**src/rtl/eeg_sample_loader_pkg.sv**
```systemverilog
// Shared types and constants for the EEG input loader and the int-res memory map.
package eeg_sample_loader_pkg;

   typedef logic [15:0] AdcData_t;
   typedef logic [15:0] IntResAddr_t;
   typedef logic [29:0] IntResDouble_t;

   typedef enum logic {
      SINGLE_WIDTH = 1'b0,
      DOUBLE_WIDTH = 1'b1
   } DataWidth_t;

   typedef enum logic [2:0] {
      INT_RES_SW_FX = 3'd0,
      INT_RES_DW_FX = 3'd1,
      INT_RES_SW_FX_LOW = 3'd2
   } FxFormatIntRes_t;

   // Regions of the intermediate-result memory, indexing mem_map.
   typedef enum int unsigned {
      EEG_INPUT_MEM   = 0,
      CLASS_TOKEN_MEM = 1,
      POS_EMB_MEM     = 2,
      ENC_OUT_MEM     = 3
   } IntResMem_t;

   localparam int unsigned NUM_INT_RES_MEM = 4;
   localparam int unsigned mem_map [NUM_INT_RES_MEM] = '{0, 3840, 3904, 4160};

   localparam int unsigned NUM_PATCHES           = 60;
   localparam int unsigned PATCH_LEN             = 64;
   localparam int unsigned EEG_NUM_SAMPLES       = NUM_PATCHES * PATCH_LEN;
   localparam int unsigned EEG_LOADER_FIFO_DEPTH = 2;

   typedef enum logic [1:0] {
      IDLE_LOAD = 2'd0,
      LOAD      = 2'd1,
      DRAIN     = 2'd2
   } EegLoaderState_t;

   // Unsigned 16b sample to Q10.20: value = sample / 65536, never negative, exact.
   function automatic IntResDouble_t adc_to_int_res_dw(input AdcData_t sample);
      return {10'b0, sample, 4'b0};
   endfunction

endpackage

```
**src/rtl/eeg_sample_loader_sample_fifo.sv**
```systemverilog
// Small synchronous FIFO with registered head; accepts push+pop when full.
module sample_fifo #(
   parameter int unsigned WIDTH = 30,
   parameter int unsigned DEPTH = 2
) (
   input  logic                       clk_i,
   input  logic                       rst_i,
   input  logic                       push_i,
   input  logic [WIDTH-1:0]           wdata_i,
   input  logic                       pop_i,
   output logic [WIDTH-1:0]           rdata_o,
   output logic                       full_o,
   output logic                       empty_o,
   output logic [$clog2(DEPTH):0]     count_o
);

   localparam int unsigned AW = (DEPTH > 1) ? $clog2(DEPTH) : 1;
   localparam int unsigned CW = $clog2(DEPTH) + 1;

   logic [WIDTH-1:0] mem_q [DEPTH];
   logic [AW-1:0]    wr_ptr_q;
   logic [AW-1:0]    rd_ptr_q;
   logic [CW-1:0]    count_q;
   logic             push_ok;
   logic             pop_ok;

   assign empty_o = (count_q == '0);
   assign full_o  = (count_q == CW'(DEPTH));
   assign count_o = count_q;
   assign rdata_o = mem_q[rd_ptr_q];

   // A push into a full buffer is only legal when the head leaves the same cycle.
   assign pop_ok  = pop_i & ~empty_o;
   assign push_ok = push_i & (~full_o | pop_ok);

   // Storage, pointers and occupancy.
   always_ff @(posedge clk_i or posedge rst_i) begin
      if (rst_i) begin
         for (int unsigned i = 0; i < DEPTH; i++) begin
            mem_q[i] <= '0;
         end
         wr_ptr_q <= '0;
         rd_ptr_q <= '0;
         count_q  <= '0;
      end else begin
         if (push_ok) begin
            mem_q[wr_ptr_q] <= wdata_i;
            wr_ptr_q        <= wr_ptr_q + AW'(1);
         end
         if (pop_ok) begin
            rd_ptr_q <= rd_ptr_q + AW'(1);
         end
         case ({push_ok, pop_ok})
            2'b10:   count_q <= count_q + CW'(1);
            2'b01:   count_q <= count_q - CW'(1);
            default: count_q <= count_q;
         endcase
      end
   end

endmodule

```
**src/rtl/eeg_sample_loader.sv**
```systemverilog
// Writes one inference window of ADC samples into the EEG_INPUT_MEM int-res region.
module eeg_sample_loader
   import eeg_sample_loader_pkg::*;
#(
   parameter int unsigned NUM_SAMPLES = EEG_NUM_SAMPLES,
   parameter int unsigned BASE_ADDR   = mem_map[EEG_INPUT_MEM],
   parameter int unsigned FIFO_DEPTH  = EEG_LOADER_FIFO_DEPTH
) (
   input  logic            clk,
   input  logic            rst,
   input  logic            start,
   input  logic            adc_valid,
   input  AdcData_t        adc_data,
   output logic            mem_req,
   output IntResAddr_t     mem_addr,
   output IntResDouble_t   mem_data,
   output DataWidth_t      mem_width,
   output FxFormatIntRes_t mem_format,
   input  logic            mem_gnt,
   output logic            busy,
   output logic            done,
   output logic            overrun,
   output logic [11:0]     sample_count
);

   localparam int unsigned CW       = $clog2(FIFO_DEPTH) + 1;
   localparam IntResAddr_t BASE     = IntResAddr_t'(BASE_ADDR);
   localparam logic [11:0] NUM_LAST = 12'(NUM_SAMPLES - 1);

   if ((NUM_SAMPLES > mem_map[CLASS_TOKEN_MEM] - BASE_ADDR) || (NUM_SAMPLES == 0)
       || (NUM_SAMPLES > 4095)) begin : g_bad_num_samples
      $error("eeg_sample_loader: NUM_SAMPLES does not fit in the EEG_INPUT_MEM region");
   end

   EegLoaderState_t state_q, state_d;
   logic [11:0]     accepted_q, accepted_d;
   logic [11:0]     sample_count_q, sample_count_d;
   IntResAddr_t     mem_addr_q, mem_addr_d;
   logic            overrun_q, overrun_d;
   logic            done_q, done_d;

   logic            fifo_full;
   logic            fifo_empty;
   logic [CW-1:0]   fifo_count;
   logic            pop;
   logic            push;
   logic            drop;
   logic            sample_slot;

   assign mem_req      = ~fifo_empty;
   assign mem_addr     = mem_addr_q;
   assign mem_width    = DOUBLE_WIDTH;
   assign mem_format   = INT_RES_DW_FX;
   assign busy         = (state_q != IDLE_LOAD);
   assign done         = done_q;
   assign overrun      = overrun_q;
   assign sample_count = sample_count_q;

   assign pop         = mem_req & mem_gnt;
   assign sample_slot = (state_q == LOAD) & adc_valid;
   assign push        = sample_slot & (~fifo_full | pop);
   assign drop        = sample_slot & fifo_full & ~pop;

   sample_fifo #(
      .WIDTH ($bits(IntResDouble_t)),
      .DEPTH (FIFO_DEPTH)
   ) u_fifo (
      .clk_i   (clk),
      .rst_i   (rst),
      .push_i  (push),
      .wdata_i (adc_to_int_res_dw(adc_data)),
      .pop_i   (pop),
      .rdata_o (mem_data),
      .full_o  (fifo_full),
      .empty_o (fifo_empty),
      .count_o (fifo_count)
   );

   // State and counter registers.
   always_ff @(posedge clk or posedge rst) begin
      if (rst) begin
         state_q        <= IDLE_LOAD;
         accepted_q     <= '0;
         sample_count_q <= '0;
         mem_addr_q     <= BASE;
         overrun_q      <= 1'b0;
         done_q         <= 1'b0;
      end else begin
         state_q        <= state_d;
         accepted_q     <= accepted_d;
         sample_count_q <= sample_count_d;
         mem_addr_q     <= mem_addr_d;
         overrun_q      <= overrun_d;
         done_q         <= done_d;
      end
   end

   // Next-state: accept samples until the window is full, then drain the buffer.
   always_comb begin
      state_d        = state_q;
      accepted_d     = accepted_q;
      sample_count_d = sample_count_q;
      mem_addr_d     = mem_addr_q;
      overrun_d      = overrun_q;
      done_d         = 1'b0;

      if (pop) begin
         sample_count_d = sample_count_q + 12'd1;
         mem_addr_d     = mem_addr_q + 16'd1;
      end

      case (state_q)
         IDLE_LOAD: begin
            if (start) begin
               state_d        = LOAD;
               accepted_d     = '0;
               sample_count_d = '0;
               mem_addr_d     = BASE;
               overrun_d      = 1'b0;
            end
         end
         LOAD: begin
            if (push) begin
               accepted_d = accepted_q + 12'd1;
               if (accepted_q == NUM_LAST) begin
                  state_d = DRAIN;
               end
            end
            if (drop) begin
               overrun_d = 1'b1;
            end
         end
         DRAIN: begin
            if (pop && (fifo_count == CW'(1))) begin
               state_d = IDLE_LOAD;
               done_d  = 1'b1;
            end
         end
         default: begin
            state_d = IDLE_LOAD;
         end
      endcase
   end

endmodule

```
**config.mk**
```make
export PLATFORM = sky130hd
export DESIGN_NAME = eeg_sample_loader
export DESIGN_NICKNAME = d
export VERILOG_FILES = /design/src/rtl/eeg_sample_loader_pkg.sv /design/src/rtl/eeg_sample_loader_sample_fifo.sv /design/src/rtl/eeg_sample_loader.sv
export SDC_FILE = /design/constraint.sdc
export NUM_CORES = 1
export LEC_CHECK = 0
export CAP_MARGIN = 0
export CORE_ASPECT_RATIO = 0.75
export CORE_MARGIN = 1
export CORE_UTILIZATION = 49
export DETAILED_ROUTE_END_ITERATION = 8
export GPL_TIMING_DRIVEN = 0
export PLACE_DENSITY = 0.78
export SLEW_MARGIN = 20
export SYNTH_ARGS = -nofsm -noshare
export SYNTH_HDL_FRONTEND = slang
export SYNTH_HIERARCHICAL = 1
export SYNTH_SLANG_ARGS = --single-unit
```
**constraint.sdc**
```tcl
create_clock -name clk -period 2.2 [get_ports clk]
set_input_delay 0.55 -clock clk [delete_from_list [all_inputs] [get_ports clk]]
set_output_delay 0.55 -clock clk [all_outputs]
set_load 0.03 [all_outputs]
```
# [Word-level counts from Yosys, hierarchy flattened]
# Cells that the tools add are included.
[word_totals] word_cells=83 inputBits=21 reg_bits=108
[classes] n_mux=26 magnitude_cmp=3 n_reduce_logical=10 n_addsub=7 bitwise=14 n_eq_ne=12
[ops] op="$mux 30" n=4
[ops] op="$bwmux 60" n=1
[ops] op="$mux 12" n=5
[ops] op="$mux 16" n=3
[ops] op="$demux 30 s1" n=1
[ops] op="$add 12x1->12 const B" n=2
[ops] op="$pmux 12 s2" n=1
[ops] op="$add 16x1->16 const B" n=1
[ops] op="$eq 12x12->1 const B" n=1
[ops] op="$mux 2" n=4
[ops] op="$and 1x1->1" n=7
[ops] op="$eq 2x1->1 const B" n=3
[ops] op="$eq 2x2->1 const B" n=3
[ops] op="$ne 2x2->1 const B" n=3
[ops] op="$pmux 2 s3" n=1
[ops] op="$reduce_and 3->1" n=2
[ops] op="$reduce_bool 2->1" n=3
[ops] op="$ge 2x2->1 const B" n=2
[ops] op="$logic_not 2->1" n=2
[ops] op="$mux 1" n=4
[ops] op="$ne 2x1->1 const B" n=2
[ops] op="$not 1->2" n=2
[ops] op="$pmux 2 s2" n=1
[ops] op="$reduce_and 4->1" n=1
[ops] op="8 further kinds" n=13

# [Longest topological paths before layout]
[depth] word_depth=8 depth_mapped=10 mapped_depth_nobuf=7

# [Modules after synthesis]
# Netlist, hierarchy kept.
[by_module_without_submodules] mod="sample_fifo" cells_each=185 seq_area_each_um2=1601.5 area_per_inst_um2=2956.6 instances=1
[by_module_without_submodules] mod="eeg_sample_loader" cells_each=232 seq_area_each_um2=1101.1 area_per_inst_um2=2235.9 instances=1

# [Least setup slack after synthesis]
# OpenSTA, ideal clock, no wires.
[synth_timing] path_type="register -> register" start="register u_fifo.count_q[0], in the netlist u_fifo/count_o[0]" end="register u_fifo/mem_q[10] in the netlist's numbering" required_time_ns=2.075 path_buffers=4 slack_ns=-0.136 stages_incl_launch_ff=11 synth_period_minus_slack_ns=2.336 arrival_ns=2.211 path_cell_list="dfrtp_1 -> nor2_1 -> nand2b_1 -> clkbuf_1 -> a21o_1 -> buf_2 -> inv_1 -> clkbuf_1 -> and3_4 -> buf_12 -> mux2_4"
[synth_between] elab_chain_len=6 word_cells_on_any_way=10
[synth_rtl] item="from (decl)" line="eeg_sample_loader_sample_fifo.sv:23" source="logic [CW-1:0] count_q;"
[synth_rtl] item="from (signal assigned)" line="eeg_sample_loader_sample_fifo.sv:54" source="2'b10: count_q <= count_q + CW'(1);"
[synth_rtl] item="from (signal assigned)" line="eeg_sample_loader_sample_fifo.sv:55" source="2'b01: count_q <= count_q - CW'(1);"
[synth_rtl] item="from (signal assigned)" line="eeg_sample_loader_sample_fifo.sv:56" source="default: count_q <= count_q;"
[synth_rtl] item="$logic_not 2->1" line="eeg_sample_loader_sample_fifo.sv:27" source="assign empty_o = (count_q == '0);"
[synth_rtl] item="named net fifo_empty" line="eeg_sample_loader.sv:43" source="logic fifo_empty;"
[synth_rtl] item="$not 1->1" line="eeg_sample_loader.sv:50" source="assign mem_req = ~fifo_empty;"
[synth_rtl] item="$and 1x1->1" line="eeg_sample_loader.sv:59" source="assign pop = mem_req & mem_gnt;"
[synth_rtl] item="$or 1x1->1" line="eeg_sample_loader.sv:61" source="assign push = sample_slot & (~fifo_full | pop);"
[synth_rtl] item="$and 1x1->1" line="eeg_sample_loader.sv:61"
[synth_rtl] item="named net push" line="eeg_sample_loader.sv:46" source="logic push;"
[synth_rtl] item="$and 1x1->1" line="eeg_sample_loader_sample_fifo.sv:34" source="assign push_ok = push_i & (~full_o | pop_ok);"
[synth_rtl] item="to (signal, indexed assignment)" line="eeg_sample_loader_sample_fifo.sv:47" source="mem_q[wr_ptr_q] <= wdata_i;"
[synth_rtl] item="to (decl)" line="eeg_sample_loader_sample_fifo.sv:20" source="logic [WIDTH-1:0] mem_q [DEPTH];"
# The timed path passes the listed nets, and every way through them passes these cells.
# A chain may end at the register's enable or synchronous reset.

# [Worst setup path in the final report]
[layout_timing] start="register u_fifo.count_q[0], in the netlist u_fifo/count_o[0]" end="register u_fifo/mem_q[42] in the netlist's numbering"
[layout_between] elab_chain_len=6 word_cells_on_any_way=10
[layout_rtl] item="$logic_not 2->1 (*)" line="eeg_sample_loader_sample_fifo.sv:27"
[layout_rtl] item="named net fifo_empty" line="eeg_sample_loader.sv:43"
[layout_rtl] item="$not 1->1 (*)" line="eeg_sample_loader.sv:50"
[layout_rtl] item="$and 1x1->1 (*)" line="eeg_sample_loader.sv:59"
[layout_rtl] item="named net pop" line="eeg_sample_loader.sv:45" source="logic pop;"
[layout_rtl] item="$or 1x1->1 / $and 1x1->1 (equally long branches)" line="eeg_sample_loader.sv:61, eeg_sample_loader_sample_fifo.sv:33"
[layout_rtl] item="$and 1x1->1 / $or 1x1->1 (equally long branches)" line="eeg_sample_loader.sv:61, eeg_sample_loader_sample_fifo.sv:34"
[layout_rtl] item="$and 1x1->1 (*)" line="eeg_sample_loader_sample_fifo.sv:34"
# Mark *: on every way through the listed nets, which the timed path passes. The rest lies on a longest branch.

==> results.yml <==
cells_and_area:
  syn2layout_area_growth_pct: 32.3
  fin_nets: 593
  drive_gt1_share_pct: 35.4
  final_area_um2: 6870
  fin_cells: 710
  diodes: 0
die:
  core_area_um2: 10300
  row_count: 32
  dieHeight_um: 91.2
  die_w_um: 121
  start_util_pct: 50.5
  io_pins: 87
  dieArea_um2: 11000
job:
  drv_cap: 0
routing:
  dr_total_vias: 3746
  drc: 0
  totalWireLength_um: 11900
  viasPerCell: 5.28
  ant_nets: 0
  drt-wirelength-per-cell_um: 16.7
  dr.first_iter.drc_count: 160
  drtPass1Iterations: 5
worst_setup_path:
  cp_max_fo: 7
  reg2reg_depth: 9
  crit_start: "u_fifo/count_o[0]"
  cp-end-kind: "flop"
  rr_endpoint: "u_fifo/mem_q[42]"
  r2r_slack_ns: -0.02
  cp.required_ns: 2.44
  start_kind: "flop"
  r2r-start: "u_fifo/count_o[0]"
  setup.worst_path.class: "flop to flop"
  cp.arrival_ns: 2.46
yosys:
  yosysWarnings: 6
  synth.most_common_cell: "dfrtp_1"
  synth_edf_count: 0
  synth-seq-cells: 108
  synth_flop_cell: "dfrtp_1"
  yosysSeqAreaShare_pct: 52.0
  netlist_area_um2: 5190
  async_flop_share_pct: 100
  avgSynthCellArea_um2: 12.5
  synthTopCellsByArea: "dfrtp_1 (52%), mux2_2 (13%), mux2_4 (8.7%)"
  synth_commonest_cells: "dfrtp_1 (108), mux2_2 (60), mux2_4 (30)"
  synth_cell_types: 56
  synthCells: 417
  synth_largest_area_cell: "dfrtp_1"
  synth_top_area_share_pct: 52.0
placement:
  hpwl_um: 7380
  place_area_um2: 6360
  dp_cells: 667
  gp_congestion: 0.832
  portBuffers: 82
clock_network:
  ctsLongestPathBuffers: 2
  clk_latency_ns: 0.35
  path_clk_slew_ns: 0.08
  clock-sinks: 108
  cts_root_buf: "clkbuf_16"
  cts_tree: "yes"
  cts_buffers: 9
  htreeDepth: 3
pwr:
  p_sw_share_pct: 39.8
  p_clk_share_pct: 15.0
  finalPower_uw: 10600
  switchingPower_uw: 4220
  p_comb_share_pct: 53.2
  power.leakage_uw: 0.00313
  powerDensity_nw_per_um2: 1540
  p_seq_share_pct: 31.8
  ir_worst_vdd_uv: 700
  intPower_uw: 6380
grt:
  grt_overflow: 0
  grt_pass1_vias: 3876
  antenna_found_initial: 0
  globalRouteTotalUtil_pct: 22.4
  grt_pass1_wl_um: 19200
  grt_max_degree: 56
outcome:
  status: "finished, violations left"
  failed_checks: "setup timing"
timing:
  rsz0062_at_grt: "yes"
  final-setup-viol-count: 4
  max_freq_ghz: 0.450
  fin_ws_ns: -0.0214
  finalCriticalPeriod_ns: 2.22
  relSlewSlack_pct: 62.0
  tightestPinTransition_ns: 0.570
  drv_slew: 0
  finalCritPeriodShare_pct: 101
  hold_viol: 0
  final.setup.tns_ns: -0.0622
  fin_skew_ns: 0.00681
worst_hold_path:
  min_path_type: "input pin to async pin"
## through the flow
stage                     setup WS, ns  hold WS [ns]  util (%)
final                          -0.0214         0.497      66.8
after global routing           -0.0986         0.505      66.8
after CTS                      -0.0941         0.496      65.9
after detailed placement        -0.660         0.489      61.8
after global placement           -1.03         0.472      61.3
after floorplan                 0.0182         0.458         -
## kinds of logic (layout without fill, tap and decap cells)
family | after synthesis | count (layout) | synth area share (%)
other | 2 | 32 | 0.145
flip-flops | 108 | 108 | 52.0
adder cells (fa/ha/maj) | 3 | 3 | 0.723
multiplexers | 92 | 92 | 22.1
AO/OA/AOI/OAI | 41 | 41 | 5.01
AND/OR/NAND/NOR | 113 | 113 | 12.0
XOR/XNOR | 24 | 24 | 4.05
buffers and inverters | 34 | 161 | 3.93
## sequential cells by signal, indices dropped and copies added (netlist names)
name and flops:
state_q 2, u_fifo/wr_ptr_q 1, u_fifo/rd_ptr_q 1, u_fifo/count_o 2, done 1, mem_addr 16
u_fifo/mem_q 60, accepted_q 12, sample_count 12, overrun 1
## cell type report
cell class	instances	area [um2]
clock inverter	7	63.8
timing repair buffer	112	967
buffer	19	203
multi-input combinational	305	2460
tap	136	170
inverter	14	75.1
sequential	108	2710
clock buffer	9	225
fill	774	3420
## routing by layer
metal | GRT usage (%) | part of all wire [%]
met2 | 35.0 | 47
met5 | 0 | 0
met4 | 6.38 | 0.79
met1 | 31.4 | 47
met3 | 4.96 | 4.9
## power groups by stage
stage	clock network (uW)	registers, uW	logic, uW
after global placement	0	3290	5170
after CTS	1620	3340	5340
after floorplan	0	3370	3580
after global routing	1700	3470	5980
after detailed placement	0	3360	5280
final	1590	3370	5640
## critical path: stages (launching register included)
cell,delay [ns]
dfrtp_2,0.44
nor2_4,0.15
nand2b_4,0.14
buf_8,0.13
clkinv_8,0.06
or3b_4,0.41
nand3b_1,0.16
buf_6,0.15
buf_6,0.13
mux2_2,0.34
## cell usage in the layout, fill, tap and decap left out, types with 4 or more instances in the layout
master and count:
nor3_1 6, buf_6 8, dfrtp_1 104, o21ai_0 9
clkbuf_2 28, nand3_1 12, o31ai_1 4, dfrtp_2 4
clkdlybuf4s50_1 49, buf_12 4, mux2_2 49, clkbuf_16 9
nor2_1 23, buf_4 27, inv_6 4, conb_1 32
a21oi_1 15, xor2_1 9, clkbuf_1 4, nand4_1 10
nand2_1 21, xnor2_1 15, mux2_4 41, or3_1 5
inv_1 10
## worst max path at each step
stage                             to  slack (ns)  cells past startpoint
floorplan           u_fifo/mem_q[34]        0.02                     10
global placement    u_fifo/mem_q[51]       -1.03                      2
detailed placement   u_fifo/mem_q[4]       -0.66                     10
CTS                     mem_data[26]       -0.09                      3
global route        u_fifo/mem_q[44]        -0.1                      9
finish              u_fifo/mem_q[42]       -0.02                      9
## what timing repair did
action	in CTS	in global routing
setup endpoints to repair	94	74
gates cloned	3	0
hold buffers	0	0
resized for setup	59	86
pin swaps	3	3
buffers inserted	10	15
No activity file was read; power rests on OpenSTA's default activity.
